File: src/rtl/decode_regfile_if.sv
// decode_regfile_if
//   Bundles every signal of the issue stage except clock and reset.
//   Instruction side : instr, instr_valid -> stage ; instr_ready <- stage
//   Writeback side   : wb_en, wb_addr, wb_data -> stage
//   ALU side         : in1, in2, shamt, opcode, constant, rd_out,
//                      out_valid, illegal <- stage ; out_ready -> stage
//   The master modport drives instructions, writebacks and out_ready
//   (fetch/ALU/testbench side); the slave modport is the issue stage.
interface decode_regfile_if;
  logic [31:0] instr;
  logic        instr_valid;
  logic        instr_ready;
  logic        wb_en;
  logic [4:0]  wb_addr;
  logic [31:0] wb_data;
  logic [31:0] in1;
  logic [31:0] in2;
  logic [4:0]  shamt;
  logic [5:0]  opcode;
  logic [15:0] constant;
  logic [4:0]  rd_out;
  logic        out_valid;
  logic        out_ready;
  logic        illegal;

  modport master (
    output instr, instr_valid, wb_en, wb_addr, wb_data, out_ready,
    input  instr_ready, in1, in2, shamt, opcode, constant, rd_out,
           out_valid, illegal
  );

  modport slave (
    input  instr, instr_valid, wb_en, wb_addr, wb_data, out_ready,
    output instr_ready, in1, in2, shamt, opcode, constant, rd_out,
           out_valid, illegal
  );
endinterface

File: src/rtl/decode_regfile.sv
// decode_regfile
//   Issue stage in front of the ALU. Decodes 32-bit instruction words,
//   reads operands from a 32x32 register file (r0 hardwired to zero) with
//   same-cycle writeback bypass, and tracks outstanding destination writes
//   in a pending scoreboard that stalls issue on RAW/WAW hazards.
//   Ports:
//     clk  - rising-edge clock
//     rst  - asynchronous active-high reset
//     bus  - decode_regfile_if.slave (instruction handshake, writeback,
//            registered ALU operands with valid/ready)
module decode_regfile (
  input logic             clk,
  input logic             rst,
  decode_regfile_if.slave bus
);

  logic [5:0]  op;
  logic [4:0]  rs;
  logic [4:0]  rt;
  logic [4:0]  rd;

  logic        isLegal;
  logic        useRs;
  logic        useRt;
  logic [4:0]  dest;

  logic [31:0] regFile_q [0:31];
  logic [31:0] rsData;
  logic [31:0] rtData;
  logic        wbWrite;

  logic [31:1] pending_q;
  logic [31:1] pending_d;
  logic [31:0] clearVec;
  logic [31:0] livePending;
  logic        hazard;

  logic        transfer;
  logic        legalXfer;
  logic        illegalXfer;

  logic [31:0] in1_q;
  logic [31:0] in2_q;
  logic [4:0]  shamt_q;
  logic [5:0]  opcode_q;
  logic [15:0] constant_q;
  logic [4:0]  rdOut_q;
  logic        outValid_q;
  logic        illegal_q;

  assign op = bus.instr[31:26];
  assign rs = bus.instr[25:21];
  assign rt = bus.instr[20:16];
  assign rd = bus.instr[15:11];

  // Per-opcode operand usage. Immediate forms (addi, load constant) write
  // rt rather than rd; anything above 7 is undefined.
  always_comb begin
    isLegal = 1'b0;
    useRs   = 1'b0;
    useRt   = 1'b0;
    dest    = 5'd0;
    case (op)
      6'd0, 6'd3, 6'd4, 6'd5: begin
        isLegal = 1'b1;
        useRs   = 1'b1;
        useRt   = 1'b1;
        dest    = rd;
      end
      6'd1, 6'd2: begin
        isLegal = 1'b1;
        useRs   = 1'b1;
        dest    = rd;
      end
      6'd6: begin
        isLegal = 1'b1;
        useRs   = 1'b1;
        dest    = rt;
      end
      6'd7: begin
        isLegal = 1'b1;
        dest    = rt;
      end
      default: begin
        isLegal = 1'b0;
      end
    endcase
  end

  // Writes to r0 are dropped here, so entry 0 stays at its reset value of
  // zero and the bypass below can never forward a value for r0.
  assign wbWrite = bus.wb_en && (bus.wb_addr != 5'd0);

  // Combinational read with same-cycle bypass of the incoming writeback,
  // which lets a dependent op issue in the very cycle its producer retires.
  always_comb begin
    rsData = regFile_q[rs];
    rtData = regFile_q[rt];
    if (wbWrite && (bus.wb_addr == rs)) rsData = bus.wb_data;
    if (wbWrite && (bus.wb_addr == rt)) rtData = bus.wb_data;
  end

  // Register file storage; reset clears every entry including r0.
  always_ff @(posedge clk or posedge rst) begin
    if (rst) begin
      for (int i = 0; i < 32; i++) regFile_q[i] <= 32'd0;
    end else if (wbWrite) begin
      regFile_q[bus.wb_addr] <= bus.wb_data;
    end
  end

  // A pending bit that this cycle's writeback clears no longer blocks issue.
  assign clearVec    = wbWrite ? (32'd1 << bus.wb_addr) : 32'd0;
  assign livePending = {pending_q, 1'b0} & ~clearVec;

  assign hazard = bus.instr_valid && isLegal &&
                  ((useRs && livePending[rs]) ||
                   (useRt && livePending[rt]) ||
                   livePending[dest]);

  assign bus.instr_ready = !hazard && (!outValid_q || bus.out_ready);
  assign transfer        = bus.instr_valid && bus.instr_ready;
  assign legalXfer       = transfer && isLegal;
  assign illegalXfer     = transfer && !isLegal;

  // Scoreboard update: the issue-time set is applied after the writeback
  // clear so that a collision on the same register leaves it pending.
  always_comb begin
    pending_d = pending_q;
    for (int i = 1; i < 32; i++) begin
      pending_d[i] = (pending_q[i] && !(wbWrite && (bus.wb_addr == 5'(i)))) ||
                     (legalXfer && (dest == 5'(i)));
    end
  end

  always_ff @(posedge clk or posedge rst) begin
    if (rst) pending_q <= '0;
    else     pending_q <= pending_d;
  end

  // ALU output register. Loads on every legal transfer, drops valid once
  // consumed with nothing new behind it, and otherwise holds steady.
  // Illegal words only raise the one-cycle illegal flag.
  always_ff @(posedge clk or posedge rst) begin
    if (rst) begin
      in1_q      <= 32'd0;
      in2_q      <= 32'd0;
      shamt_q    <= 5'd0;
      opcode_q   <= 6'd0;
      constant_q <= 16'd0;
      rdOut_q    <= 5'd0;
      outValid_q <= 1'b0;
      illegal_q  <= 1'b0;
    end else begin
      illegal_q <= illegalXfer;
      if (legalXfer) begin
        in1_q      <= (op == 6'd7) ? 32'd0 : rsData;
        in2_q      <= useRt ? rtData : 32'd0;
        shamt_q    <= bus.instr[10:6];
        opcode_q   <= op;
        constant_q <= bus.instr[15:0];
        rdOut_q    <= dest;
        outValid_q <= 1'b1;
      end else if (bus.out_ready) begin
        outValid_q <= 1'b0;
      end
    end
  end

  assign bus.in1       = in1_q;
  assign bus.in2       = in2_q;
  assign bus.shamt     = shamt_q;
  assign bus.opcode    = opcode_q;
  assign bus.constant  = constant_q;
  assign bus.rd_out    = rdOut_q;
  assign bus.out_valid = outValid_q;
  assign bus.illegal   = illegal_q;

endmodule

File: src/flat_wrapper.sv
// flat-port wrapper written by rule: the top's interface ports become plain ports
module decode_regfile_flat 
  (clk, rst, bus_instr, bus_instr_valid, bus_wb_en, bus_wb_addr, bus_wb_data, bus_out_ready, bus_instr_ready, bus_in1, bus_in2, bus_shamt, bus_opcode, bus_constant, bus_rd_out, bus_out_valid, bus_illegal);
  decode_regfile_if bus_i ();
  input logic clk;
  input logic rst;
  input wire logic [$bits(bus_i.instr)-1:0] bus_instr;
  input wire logic [$bits(bus_i.instr_valid)-1:0] bus_instr_valid;
  input wire logic [$bits(bus_i.wb_en)-1:0] bus_wb_en;
  input wire logic [$bits(bus_i.wb_addr)-1:0] bus_wb_addr;
  input wire logic [$bits(bus_i.wb_data)-1:0] bus_wb_data;
  input wire logic [$bits(bus_i.out_ready)-1:0] bus_out_ready;
  output wire logic [$bits(bus_i.instr_ready)-1:0] bus_instr_ready;
  output wire logic [$bits(bus_i.in1)-1:0] bus_in1;
  output wire logic [$bits(bus_i.in2)-1:0] bus_in2;
  output wire logic [$bits(bus_i.shamt)-1:0] bus_shamt;
  output wire logic [$bits(bus_i.opcode)-1:0] bus_opcode;
  output wire logic [$bits(bus_i.constant)-1:0] bus_constant;
  output wire logic [$bits(bus_i.rd_out)-1:0] bus_rd_out;
  output wire logic [$bits(bus_i.out_valid)-1:0] bus_out_valid;
  output wire logic [$bits(bus_i.illegal)-1:0] bus_illegal;
  assign bus_i.instr = bus_instr;
  assign bus_i.instr_valid = bus_instr_valid;
  assign bus_i.wb_en = bus_wb_en;
  assign bus_i.wb_addr = bus_wb_addr;
  assign bus_i.wb_data = bus_wb_data;
  assign bus_i.out_ready = bus_out_ready;
  assign bus_instr_ready = bus_i.instr_ready;
  assign bus_in1 = bus_i.in1;
  assign bus_in2 = bus_i.in2;
  assign bus_shamt = bus_i.shamt;
  assign bus_opcode = bus_i.opcode;
  assign bus_constant = bus_i.constant;
  assign bus_rd_out = bus_i.rd_out;
  assign bus_out_valid = bus_i.out_valid;
  assign bus_illegal = bus_i.illegal;
  decode_regfile u_core (.clk(clk), .rst(rst), .bus(bus_i));
endmodule
File: config.mk
export PLATFORM = sky130hd
export DESIGN_NAME = decode_regfile_flat
export DESIGN_NICKNAME = d
export VERILOG_FILES = /design/src/rtl/decode_regfile_if.sv /design/src/rtl/decode_regfile.sv /design/src/flat_wrapper.sv
export SDC_FILE = /design/constraint.sdc
export NUM_CORES = 2
export LEC_CHECK = 0
export CORE_UTILIZATION = 64
export CTS_BUF_LIST = sky130_fd_sc_hd__clkbuf_4 sky130_fd_sc_hd__clkbuf_8
export DETAILED_ROUTE_END_ITERATION = 6
export GPL_TIMING_DRIVEN = 0
export PLACE_DENSITY = 0.84
export SETUP_SLACK_MARGIN = 0.15
export SLEW_MARGIN = 20
export SYNTH_ARGS = -nofsm -noshare
export SYNTH_HDL_FRONTEND = slang
export SYNTH_SLANG_ARGS = --single-unit
File: constraint.sdc
create_clock -name clk -period 49.4 [get_ports clk]
set_input_delay 4.94 -clock clk [delete_from_list [all_inputs] [get_ports clk]]
set_output_delay 4.94 -clock clk [all_outputs]
set_load 0.02 [all_outputs]
==> results.json <==
{
  "synth_compound_area_share_pct": 2.24,
  "async_reset_ff_share_pct": 100,
  "nets": 4278,
  "cp_common_cell": "clkdlybuf4s50_1",
  "synth_xor_area_share_pct": 0.159,
  "root_buffer": "clkbuf_8",
  "synthDistinctLibCells": 71,
  "p_leak_nw": 29.3,
  "cellPowerDensity_mw_per_mm2": 40.1,
  "core_sq_mm": 0.0936,
  "cts_buffers": 184,
  "finalClockSkew_ns": 0.0534,
  "cts_tree": "yes",
  "fin_util_pct": 72.9,
  "wire_per_inst_microns": 35.8,
  "dr_wl_met3_microns": 27000,
  "cp_data_required_time_ns": 44.46,
  "top_layer_used": "met5",
  "cp_num_buf_inv": 3,
  "crit_family": "simple AND/OR/NAND/NOR gates",
  "hold_viol_final": 0,
  "yosys.area_share.simple_pct": 1.98,
  "drt-initial-drc-count": 5605,
  "r2r-start": "u_core.pending_q[21]",
  "routed_wl_microns": 200000,
  "met2_length_microns": 88900,
  "drv_cap": 0,
  "muxShareOfSynthArea_pct": 45.3,
  "cpPeakStageDelay_ns": 0.88,
  "fin_crit_ns": 14.22,
  "postSynthCellCount": 3838,
  "cts_buffer_depth": 3,
  "portBuffers": 165,
  "synth_ff_type": "dfrtp_1",
  "grt_max_degree": 107,
  "yosys-top-cells-area": "dfrtp_1, mux4_2, mux2_2",
  "cp-start-kind": "input pin",
  "clkSinkCount": 1148,
  "seq_area_frac_synth_pct": 47.4,
  "cts_setup_buffers": 0,
  "die_w_microns": 310,
  "cts_resized": 0,
  "firstDrtPassIters": 7,
  "fin_cells": 5601,
  "postCtsHoldBufs": 0,
  "slew_viol_final": 0,
  "synth_edf_count": 0,
  "synth_top_family_by_area": "multiplexers",
  "final_layout_size_suffix_gt1_share_pct": 49.0,
  "post-route-period-util_pct": 28.8,
  "grt_usage_pct": 43.4,
  "worstPathArrival_ns": 9.28,
  "synthesis.nets": 3912,
  "syn_avg_cell_area_sq_um": 15.8,
  "antenna_found_initial": 6,
  "critical_path_class": "input pin to primary output",
  "routabilityCongestion": 0.984,
  "num_io_pins": 173,
  "synth-seq-cells": 1148,
  "final.fill_count": 5826,
  "grt_pass1_wl_microns": 293000,
  "hold_start": "u_core.regFile_q[993]",
  "synth-warning-count": 0,
  "syn_area_sq_mm": 0.0606,
  "drc_errors": 5,
  "setup_viol": 0,
  "synthAdderAreaFrac_pct": 0,
  "cp_slowest_cell": "nor2_1",
  "grt_overflow": 0,
  "hpwl_microns": 135000,
  "design_area_sq_mm": 0.0683,
  "die_area_sq_mm": 0.0959,
  "rsz0062_at_grt": "no",
  "violations": "design-rule violations",
  "slew_headroom_pct": 8.87,
  "core.rowCount": 112,
  "timing.fmax_mhz": 70.3,
  "dp.cells": 5271,
  "placed_cell_area_sq_mm": 0.0642,
  "grt_pass1_vias": 43500,
  "start_util_pct": 64.7,
  "yosysTopAreaCell": "dfrtp_1",
  "peakVddDrop_mv": 0.0314,
  "critPathLaunch": "bus_wb_addr[3]",
  "drt-met1-wl_microns": 68800,
  "vias": 42100,
  "status": "complete, but fails checks",
  "die_h_microns": 310,
  "htreeDepth": 4,
  "min_path_type": "flop to flop",
  "insertion_delay_ns": 0.92,
  "clkTransAtPathRegs_ns": 0.06,
  "ant_nets": 0,
  "area_delta_synth_final_pct": 12.7,
  "via_per_inst": 7.51,
  "tightest_slew_ns": 1.37,
  "path_cells": "clkdlybuf4s50_1 -> buf_2 -> nand4b_1 -> nor2_1 -> o22ai_1 -> a311oi_1 -> o311ai_2 -> or3b_2 -> a31oi_1 -> clkdlybuf4s50_1",
  "crit_fanout": 10,
  "yosys.area.top_type_share_pct": 47.4,
  "crit_path_end_kind": "primary output"
}
-- worst reg2reg max path: stages (launching register included) --
cell      delay [ns]
dfrtp_1         0.43
mux2_2          0.29
nand2_1         0.09
a31oi_1         0.07
a211oi_1        0.44
a211o_1         0.25
o311ai_2        0.19
nor3_1          0.20
buf_2           0.56
buf_4           0.41
mux2_1          0.40
-- stage by stage --
stage / hold WS [ns] / total power [mW] / TNS, ns / worst slack [ns]
6_report: 0.480 / 2.74 / 0 / 35.18
5_1_grt: 0.496 / 2.82 / 0 / 35.15
4_1_cts: 0.481 / 2.72 / 0 / 35.31
3_5_place_dp: 0.463 / 1.85 / 0 / 35.32
3_3_place_gp: 0.454 / 1.81 / -425.14 / -0.493
2_1_floorplan: 0.441 / 1.66 / 0 / 12.13
-- logic make-up (layout without fill, tap and decap cells) --
| logic type | after synthesis | after routing |
|---|---|---|
| multiplexers | 1799 | 1799 |
| other | 0 | 4 |
| XOR/XNOR | 11 | 11 |
| flip-flops | 1148 | 1148 |
| AO/OA/AOI/OAI | 191 | 191 |
| AND/OR/NAND/NOR | 241 | 241 |
| buffers and inverters | 448 | 953 |
-- report_power, final --
| group | internal, mW | total, mW | switching, mW | leakage (nW) |
|---|---|---|---|---|
| logic | 0.360 | 0.609 | 0.249 | 12.3 |
| clock network | 0.485 | 0.887 | 0.402 | 2.12 |
| registers | 1.12 | 1.24 | 0.128 | 14.8 |
-- final timing paths --
kind                       cells after the start               endpoint  slack (ns)
setup / recovery                              10        bus_instr_ready       35.18
hold / removal                                 1  u_core.regFile_q[993]        0.48
setup reg to reg                              10     u_core.bus.in2[22]       45.92
hold reg to reg                                1  u_core.regFile_q[993]        0.48
max in group asynchronous                      5  u_core.regFile_q[150]       42.96
min in group asynchronous                      2      u_core.bus.in2[0]        4.49
-- per-layer routing --
layer	vias up	GRT usage, %
met5	-	0.101
met4	6	28.9
met3	1004	17.1
met2	3544	62.7
met1	21800	54.4
li1	15700	-
-- final cells by class --
cell class | count | area [sq um] | share of cell area [%]
multi-input combinational | 2242 | 30100 | 44.1
sequential | 1148 | 28700 | 42.1
clock buffer | 297 | 3750 | 5.49
timing repair buffer | 180 | 2020 | 2.96
buffer | 440 | 1850 | 2.72
tap | 1254 | 1570 | 2.30
clock inverter | 28 | 225 | 0.330
inverter | 8 | 37.5 | 0.0550
antenna | 4 | 10.0 | 0.0147
-- synthesized netlist by cell type, drive strengths merged, types with 3 or more instances --
library cell,instances
nand4,6
mux4,644
nand4bb,3
nand4b,6
and3,3
inv,8
a211oi,70
nand2b,7
nor2b,14
or4,5
a31oi,7
clkbuf,291
nor4bb,3
and2,3
o32ai,6
o2111ai,8
dfrtp,1148
a21boi,3
o21ai,49
o31ai,5
buf,149
a21oi,6
mux2i,74
xnor2,6
nand3,12
nor2,96
xor2,5
o22ai,5
a22o,6
nor3,17
or2,5
nand2,47
o211ai,8
nor4,3
mux2,1081
-- layout by cell type, fill, tap and decap left out, types with 6 or more instances in the layout --
cell type,netlist,routed
dfrtp_1,1148,1148
mux2_2,994,994
mux4_2,644,644
clkbuf_1,291,264
clkbuf_8,0,243
clkdlybuf4s50_1,0,165
nor2_1,96,95
mux2_1,87,87
buf_2,38,75
mux2i_1,73,73
a211oi_1,69,69
clkbuf_4,0,54
buf_1,96,47
nand2_1,46,46
clkbuf_2,0,39
o21ai_1,27,27
o21ai_0,21,21
nor3_1,17,17
clkinv_2,0,15
nor2b_1,14,14
buf_4,14,14
nand3_1,12,12
buf_16,0,12
o2111ai_1,8,8
o211ai_1,8,8
nand2b_1,7,7
a31oi_1,7,7
nand4b_1,6,6
a21oi_1,6,6
o32ai_1,6,6
inv_1,7,6
xnor2_1,6,6
a22o_1,6,6
inv_8,0,6
-- registers in the layout, summed over array words and instances, names as in the netlist --
signal and count:
u_core.bus.constant 16, u_core.bus.opcode 6, u_core.bus.in2 32, u_core.bus.rd_out 5, u_core.bus.illegal 1, u_core.regFile_q 1024
u_core.bus.in1 32, u_core.bus.out_valid 1, u_core.pending_q 31
Note: power is estimated with default switching activity, not from simulation.
